### config.mk
export PLATFORM = sky130hd
export DESIGN_NAME = fp16_to_fixed_flat
export DESIGN_NICKNAME = d
export VERILOG_FILES = /design/src/rtl/fp16_to_fixed_if.sv /design/src/rtl/fp16_to_fixed.sv /design/src/flat_wrapper.sv
export SDC_FILE = /design/constraint.sdc
export NUM_CORES = 1
export LEC_CHECK = 0
export CORE_ASPECT_RATIO = 0.7
export CORE_UTILIZATION = 28
export CTS_BUF_LIST = sky130_fd_sc_hd__clkbuf_4 sky130_fd_sc_hd__clkbuf_8
export CTS_CLUSTER_DIAMETER = 80
export DETAILED_ROUTE_END_ITERATION = 12
export PLACE_DENSITY = 0.51
export SYNTH_ARGS = -nofsm -noshare
export SYNTH_HDL_FRONTEND = slang
export SYNTH_SLANG_ARGS = --single-unit
export TNS_END_PERCENT = 5
### constraint.sdc
create_clock -name clk -period 5.5 [get_ports clk]
set_input_delay 1.65 -clock clk [delete_from_list [all_inputs] [get_ports clk]]
set_output_delay 1.65 -clock clk [all_outputs]
set_load 0.02 [all_outputs]
### src/rtl/fp16_to_fixed_if.sv
// Handshake bundle for fp16_to_fixed: operand in, fixed-point result plus flags out.
interface fp16_to_fixed_if #(
  parameter int OUT_W = 16
);
  logic             in_valid;
  logic             in_ready;
  logic [15:0]      in_data;
  logic             out_valid;
  logic             out_ready;
  logic [OUT_W-1:0] out_data;
  logic             out_sat;
  logic             out_nan;
  logic             out_inexact;

  modport master (
    output in_valid, in_data, out_ready,
    input  in_ready, out_valid, out_data, out_sat, out_nan, out_inexact
  );

  modport slave (
    input  in_valid, in_data, out_ready,
    output in_ready, out_valid, out_data, out_sat, out_nan, out_inexact
  );
endinterface

### src/rtl/fp16_to_fixed.sv
// Iterative binary16 -> signed Q fixed-point converter, one alignment bit per clock.
// Optional FP16_FIX_ROUND_NEAREST_EN selects round-to-nearest-even instead of truncation.
module fp16_to_fixed #(
  parameter int OUT_W  = 16,
  parameter int FRAC_W = 8
) (
  input logic           clk,
  input logic           rst_n,
  fp16_to_fixed_if.slave bus
);
  typedef enum logic [1:0] {IDLE, ALIGN, ROUND, DONE} state_t;

  localparam int MW = OUT_W + 1;
  localparam logic [MW:0]      LIM_POS = {2'b00, 1'b0, {(OUT_W-1){1'b1}}};
  localparam logic [MW:0]      LIM_NEG = {2'b00, 1'b1, {(OUT_W-1){1'b0}}};
  localparam logic [OUT_W-1:0] OUT_MAX = {1'b0, {(OUT_W-1){1'b1}}};
  localparam logic [OUT_W-1:0] OUT_MIN = {1'b1, {(OUT_W-1){1'b0}}};

  state_t           state_q, state_d;
  logic [MW-1:0]    mag_q, mag_d;
  logic             guard_q, guard_d;
  logic             sticky_q, sticky_d;
  logic [5:0]       cnt_q, cnt_d;
  logic             left_q, left_d;
  logic             sign_q, sign_d;
  logic             psat_q, psat_d;
  logic             out_valid_q, out_valid_d;
  logic [OUT_W-1:0] out_data_q, out_data_d;
  logic             out_sat_q, out_sat_d;
  logic             out_nan_q, out_nan_d;
  logic             out_inexact_q, out_inexact_d;

  logic [4:0]        exp_in, exp_eff;
  logic [9:0]        frac_in;
  logic [10:0]       m_in;
  logic signed [7:0] sh;
  logic [7:0]        sh_abs;
  logic [5:0]        cnt_in;
  logic              inc;
  logic [MW:0]       mag_r;

  assign exp_in  = bus.in_data[14:10];
  assign frac_in = bus.in_data[9:0];
  assign m_in    = {exp_in != 5'd0, frac_in};
  assign exp_eff = (exp_in == 5'd0) ? 5'd1 : exp_in;
  assign sh      = $signed({3'b000, exp_eff}) - 8'sd25 + $signed(8'(FRAC_W));
  assign sh_abs  = sh[7] ? 8'(-sh) : 8'(sh);
  // Right shifts past 13 only feed sticky, so the count is capped there.
  assign cnt_in  = sh[7] ? ((sh_abs > 8'd13) ? 6'd13 : sh_abs[5:0])
                         : ((sh_abs > 8'(OUT_W)) ? 6'(OUT_W) : sh_abs[5:0]);

`ifdef FP16_FIX_ROUND_NEAREST_EN
  assign inc = guard_q & (sticky_q | mag_q[0]);
`else
  assign inc = 1'b0;
`endif
  assign mag_r = {1'b0, mag_q} + {{MW{1'b0}}, inc};

  assign bus.in_ready    = (state_q == IDLE);
  assign bus.out_valid   = out_valid_q;
  assign bus.out_data    = out_data_q;
  assign bus.out_sat     = out_sat_q;
  assign bus.out_nan     = out_nan_q;
  assign bus.out_inexact = out_inexact_q;

  always_comb begin
    state_d       = state_q;
    mag_d         = mag_q;
    guard_d       = guard_q;
    sticky_d      = sticky_q;
    cnt_d         = cnt_q;
    left_d        = left_q;
    sign_d        = sign_q;
    psat_d        = psat_q;
    out_valid_d   = out_valid_q;
    out_data_d    = out_data_q;
    out_sat_d     = out_sat_q;
    out_nan_d     = out_nan_q;
    out_inexact_d = out_inexact_q;
    unique case (state_q)
      IDLE: begin
        if (bus.in_valid) begin
          sign_d   = bus.in_data[15];
          mag_d    = MW'(m_in);
          guard_d  = 1'b0;
          sticky_d = 1'b0;
          psat_d   = 1'b0;
          left_d   = ~sh[7];
          cnt_d    = cnt_in;
          if (exp_in == 5'd31 || (exp_in == 5'd0 && frac_in == 10'd0)) begin
            state_d       = DONE;
            out_valid_d   = 1'b1;
            out_inexact_d = 1'b0;
            out_nan_d     = (exp_in == 5'd31) && (frac_in != 10'd0);
            out_sat_d     = (exp_in == 5'd31) && (frac_in == 10'd0);
            out_data_d    = '0;
            if ((exp_in == 5'd31) && (frac_in == 10'd0))
              out_data_d = bus.in_data[15] ? OUT_MIN : OUT_MAX;
          end else begin
            state_d = (cnt_in == 6'd0) ? ROUND : ALIGN;
          end
        end
      end
      ALIGN: begin
        cnt_d = cnt_q - 6'd1;
        if (cnt_q == 6'd1) state_d = ROUND;
        if (left_q) begin
          mag_d = {mag_q[MW-2:0], 1'b0};
          // A one reaching the top bit is already out of range: stop early.
          if (mag_q[MW-2]) begin
            psat_d  = 1'b1;
            state_d = ROUND;
          end
        end else begin
          mag_d    = {1'b0, mag_q[MW-1:1]};
          guard_d  = mag_q[0];
          sticky_d = sticky_q | guard_q;
        end
      end
      ROUND: begin
        state_d       = DONE;
        out_valid_d   = 1'b1;
        out_nan_d     = 1'b0;
        out_inexact_d = guard_q | sticky_q;
        if (psat_q || (mag_r > (sign_q ? LIM_NEG : LIM_POS))) begin
          out_sat_d  = 1'b1;
          out_data_d = sign_q ? OUT_MIN : OUT_MAX;
        end else begin
          out_sat_d  = 1'b0;
          out_data_d = sign_q ? -mag_r[OUT_W-1:0] : mag_r[OUT_W-1:0];
        end
      end
      DONE: begin
        if (bus.out_ready) begin
          out_valid_d = 1'b0;
          state_d     = IDLE;
        end
      end
      default: state_d = IDLE;
    endcase
  end

  always_ff @(posedge clk or negedge rst_n) begin
    if (!rst_n) begin
      state_q       <= IDLE;
      mag_q         <= '0;
      guard_q       <= 1'b0;
      sticky_q      <= 1'b0;
      cnt_q         <= '0;
      left_q        <= 1'b0;
      sign_q        <= 1'b0;
      psat_q        <= 1'b0;
      out_valid_q   <= 1'b0;
      out_data_q    <= '0;
      out_sat_q     <= 1'b0;
      out_nan_q     <= 1'b0;
      out_inexact_q <= 1'b0;
    end else begin
      state_q       <= state_d;
      mag_q         <= mag_d;
      guard_q       <= guard_d;
      sticky_q      <= sticky_d;
      cnt_q         <= cnt_d;
      left_q        <= left_d;
      sign_q        <= sign_d;
      psat_q        <= psat_d;
      out_valid_q   <= out_valid_d;
      out_data_q    <= out_data_d;
      out_sat_q     <= out_sat_d;
      out_nan_q     <= out_nan_d;
      out_inexact_q <= out_inexact_d;
    end
  end
endmodule

### src/flat_wrapper.sv
// flat-port wrapper written by rule: the top's interface ports become plain ports
module fp16_to_fixed_flat 
#(
  parameter int OUT_W  = 16,
  parameter int FRAC_W = 8
)
  (clk, rst_n, bus_in_valid, bus_in_data, bus_out_ready, bus_in_ready, bus_out_valid, bus_out_data, bus_out_sat, bus_out_nan, bus_out_inexact);
  fp16_to_fixed_if #(.OUT_W(OUT_W)) bus_i ();
  input logic clk;
  input logic rst_n;
  input wire logic [$bits(bus_i.in_valid)-1:0] bus_in_valid;
  input wire logic [$bits(bus_i.in_data)-1:0] bus_in_data;
  input wire logic [$bits(bus_i.out_ready)-1:0] bus_out_ready;
  output wire logic [$bits(bus_i.in_ready)-1:0] bus_in_ready;
  output wire logic [$bits(bus_i.out_valid)-1:0] bus_out_valid;
  output wire logic [$bits(bus_i.out_data)-1:0] bus_out_data;
  output wire logic [$bits(bus_i.out_sat)-1:0] bus_out_sat;
  output wire logic [$bits(bus_i.out_nan)-1:0] bus_out_nan;
  output wire logic [$bits(bus_i.out_inexact)-1:0] bus_out_inexact;
  assign bus_i.in_valid = bus_in_valid;
  assign bus_i.in_data = bus_in_data;
  assign bus_i.out_ready = bus_out_ready;
  assign bus_in_ready = bus_i.in_ready;
  assign bus_out_valid = bus_i.out_valid;
  assign bus_out_data = bus_i.out_data;
  assign bus_out_sat = bus_i.out_sat;
  assign bus_out_nan = bus_i.out_nan;
  assign bus_out_inexact = bus_i.out_inexact;
  fp16_to_fixed #(.OUT_W(OUT_W), .FRAC_W(FRAC_W)) u_core (.clk(clk), .rst_n(rst_n), .bus(bus_i));
endmodule
==> results of run 1 <==
-- critical path: cells and delay by family --
family	cells	cell delay (ns)
AO/OA/AOI/OAI	5	0.76
XOR/XNOR	1	0.23
adder cells (fa/ha/maj)	2	0.57
buffers and inverters	2	0.60
multiplexers	1	0.22
AND/OR/NAND/NOR	4	1.14
-- metrics by stage --
step | instances | worst slack (ns)
3_5_place_dp | 677 | 0.171
4_1_cts | 685 | 0.508
6_report | 685 | 0.502
2_1_floorplan | 474 | 0.940
3_3_place_gp | 677 | 0.307
5_1_grt | 685 | 0.154
-- sequential cells by signal, indices dropped and copies added (netlist names) --
name                    flops
u_core.sticky_q             1
u_core.left_q               1
u_core.state_q              2
u_core.bus.out_data        16
u_core.cnt_q                6
u_core.bus.out_sat          1
u_core.mag_q               17
u_core.bus.out_nan          1
u_core.guard_q              1
u_core.bus.out_inexact      1
u_core.bus.out_valid        1
u_core.psat_q               1
u_core.sign_q               1
-- layer usage --
layer,vias up,GRT usage [%]
met5,-,0
met4,0,3.64
met3,4,2.86
met2,71,23.6
met1,1718,26.1
li1,1784,-
-- kinds of logic (layout without fill, tap and decap cells) --
kind of cell               after synthesis  in the layout  synth area share, %
buffers and inverters                   50             76                 4.97
AOI/OAI and AO/OA                      158            158                 26.3
adders and majority gates               25             25                 8.17
muxes                                   13             13                 3.43
and+or+nand+nor                        171            171                 22.8
xor gates and xnor gates                 7              7                 1.60
DFF                                     50             50                 32.7
-- report_power, final --
| part | leakage (nW) | switching [mW] | internal [mW] | total (mW) |
|---|---|---|---|---|
| registers | 0.604 | 0.263 | 0.531 | 0.794 |
| logic | 1.13 | 0.772 | 0.612 | 1.38 |
| clock network | 0.0618 | 0.142 | 0.150 | 0.292 |
| total | 1.80 | 1.18 | 1.29 | 2.47 |
-- layout make-up --
class	count	area [sq um]
Multi-Input combinational cell	374	2390
Tap cell	185	231
Inverter	17	63.8
Sequential cell	50	1250
Fill cell	1396	8740
Clock buffer	6	82.6
Timing Repair Buffer	51	478
Clock inverter	2	38.8
-- worst min path at each step --
stage | startpoint | end | cells after the start
2_1_floorplan | u_core.cnt_q[5] | u_core.cnt_q[5] | 1
3_3_place_gp | u_core.cnt_q[5] | u_core.cnt_q[5] | 1
3_5_place_dp | u_core.cnt_q[5] | u_core.cnt_q[5] | 1
4_1_cts | u_core.cnt_q[5] | u_core.cnt_q[5] | 1
5_1_grt | u_core.cnt_q[5] | u_core.cnt_q[5] | 1
6_report | u_core.cnt_q[5] | u_core.cnt_q[5] | 1
-- Yosys cell counts (3+ instances only) --
library cell | count | area (sq um)
dfrtp_1 | 50 | 1250
o21ai_0 | 50 | 250
nand2_1 | 46 | 173
nor2_1 | 37 | 139
a21oi_1 | 30 | 150
clkbuf_1 | 30 | 113
ha_1 | 25 | 313
a31oi_1 | 17 | 106
nor3_1 | 17 | 85.1
nand3_1 | 16 | 80.1
inv_1 | 15 | 56.3
nor2b_1 | 13 | 81.3
mux2i_1 | 12 | 120
a211oi_1 | 9 | 67.6
and2_1 | 6 | 37.5
o21a_1 | 6 | 45.0
a21o_1 | 5 | 37.5
nand2b_1 | 5 | 31.3
o22ai_1 | 5 | 31.3
xnor2_1 | 5 | 43.8
nand4_1 | 4 | 25.0
nor4_1 | 4 | 25.0
o22a_1 | 4 | 35.0
nand3b_1 | 3 | 22.5
o211ai_1 | 3 | 22.5
o31a_1 | 3 | 26.3
or2_2 | 3 | 18.8
or4_1 | 3 | 22.5
==> results.md, run 1 <==
* Number of global-route vias before repair at ~3500
* Area of the core at 13300 sq um
* Worst path cell trace: clkdlybuf4s50_1 -> nor4_1 -> or2_1 -> inv_2 -> ha_1 -> a21boi_2 -> xnor2_1 -> nand2_1 -> ha_1 -> mux2i_1 -> or2_2 -> o21ai_0 -> a22oi_1 -> a21oi_1 -> o21ai_0
* Clock tree buffer depth at 2
* Worst-path clk slew at roughly 0.11 ns
* Skew final at 0.0166 ns
* Fmax at 0.200 GHz
* Count of pins over their slew limit at 0
* GRT overflow at 0
* Routed via count at 3577
* DP HPWL at about 8100 um
* Setup Crit Path Kind: in -> reg
* Power per Cell Area at 545 nW/um^2
* Fin nets at 544
* Worst Tran Pin Value at approximately 1.2 ns
* Area grow syn2layout at 18.4%
* Largest net degree at the start of global routing at 51
* Crit-path max FO at 10
* Initial antenna violation count at 0
* Required time of the critical path at 5.68 ns
* Tmin final at 5.00 ns
* Final setup fails at 0
* Register area share after synthesis at 32.7%
* LEAKAGE at 1.80 nW
* Slew Limit Headroom at 21.1%
* Slowest CP cell: clkdlybuf4s50_1
* Reg2Reg Setup Slack at 2.33 ns
* Antenna diode count at 0
* Worst flop-to-flop path endpoint: u_core.bus.out_data[8]
* Hold slack at 0.508 ns
* First-pass GRT wire length at 18600 um
* Die ar. at 14200 sq um
* Met2 Wirelength at about 4400 um
* Final Cycle Share at 90.9%
* Share of flip-flops with an asynchronous set or reset at 100%
* Die Ht at 99.8 um
* Initial Util at 28.9%
* Mapped cell area at 3830 sq um
* Ys Warns at 0
* Most frequent cells in the layout: 50 x o21ai_0, 50 x dfrtp_1, 46 x nand2_1, 39 x clkdlybuf4s50_1, 37 x nor2_1
* Overall Power at between 2 and 2.5 mW
* Arrival time worst endpoint at 5.18 ns
* # clock sinks at 50
* Unrepaired setup endpoints after global routing: false
* DRT iter0 DRCs at 226
* Highest ir drop seen on vdd at 171 uV
* DR top layer: met4
* Post-synth EDFFs at 0
* Slowest stage delay, CP at between 0.5 and 0.6 ns
* Site row count at 35
* Syn nets at between 500 and 600
* Number of gates resized after CTS at 0
* Total I/O pin count at between 40 and 50
* Outcome: complete, no violations
* Most used DFF post-synth: dfrtp_1
* CTS tree: built
* Area of placed instances at 4410 sq um
* Setup bufs post-CTS at 0
* Worst-case reg-to-reg path depth at 9
* Met1 wire length at 6190 um
* Vias per cell at 5.22
* #FFs+latches synth at 50
* Post-layout util at 34.2%
* Syn Area/Cell at 8.08 sq um
* Synth cell types at 66
* Htree depth at 2
* Drt wl/cell at 16.2 um
* Num CTS Buffers at 5
* Final Hold Vio Count at 0
* DR pass1 iterations at 4
* Layout cells sized above 1 at 8.00%
* Max-cap violations at 0
* GRT Util Overall at 16.7%
* CP endpoint: u_core.cnt_q[1]
* CTS root buf: clkbuf_8
* Routed WL at 11100 um
* Later-pin clock latency in the skew report at 0.32 ns
* CP startpoint: bus_in_data[13]
* IO Port Bufs at 40
* Reg-to-Reg Start: u_core.sign_q
* Setup TNS at 0 ns
* Min-delay worst type: reg -> reg
* CP Capture Type: flop
* Cells after synthesis at 474
* DRC errors left at 0
* Startpoint Class: input pin
* Hold buffers post-CTS at 0
* WL met3 at 427 um
* RePlAce Congestion at a little under 0.9
* Die X at 142 um
* Final ANT Viol Nets at 0
* Post-route cell area at between 4000 and 5000 sq um
Note: power is estimated with default switching activity, not from simulation.
==> inputs of run 2 (changes only) <==
TNS_END_PERCENT = default   (was 5)
==> results of run 2 <==
Final layout, timing and power as in run 1 (identical DEF).
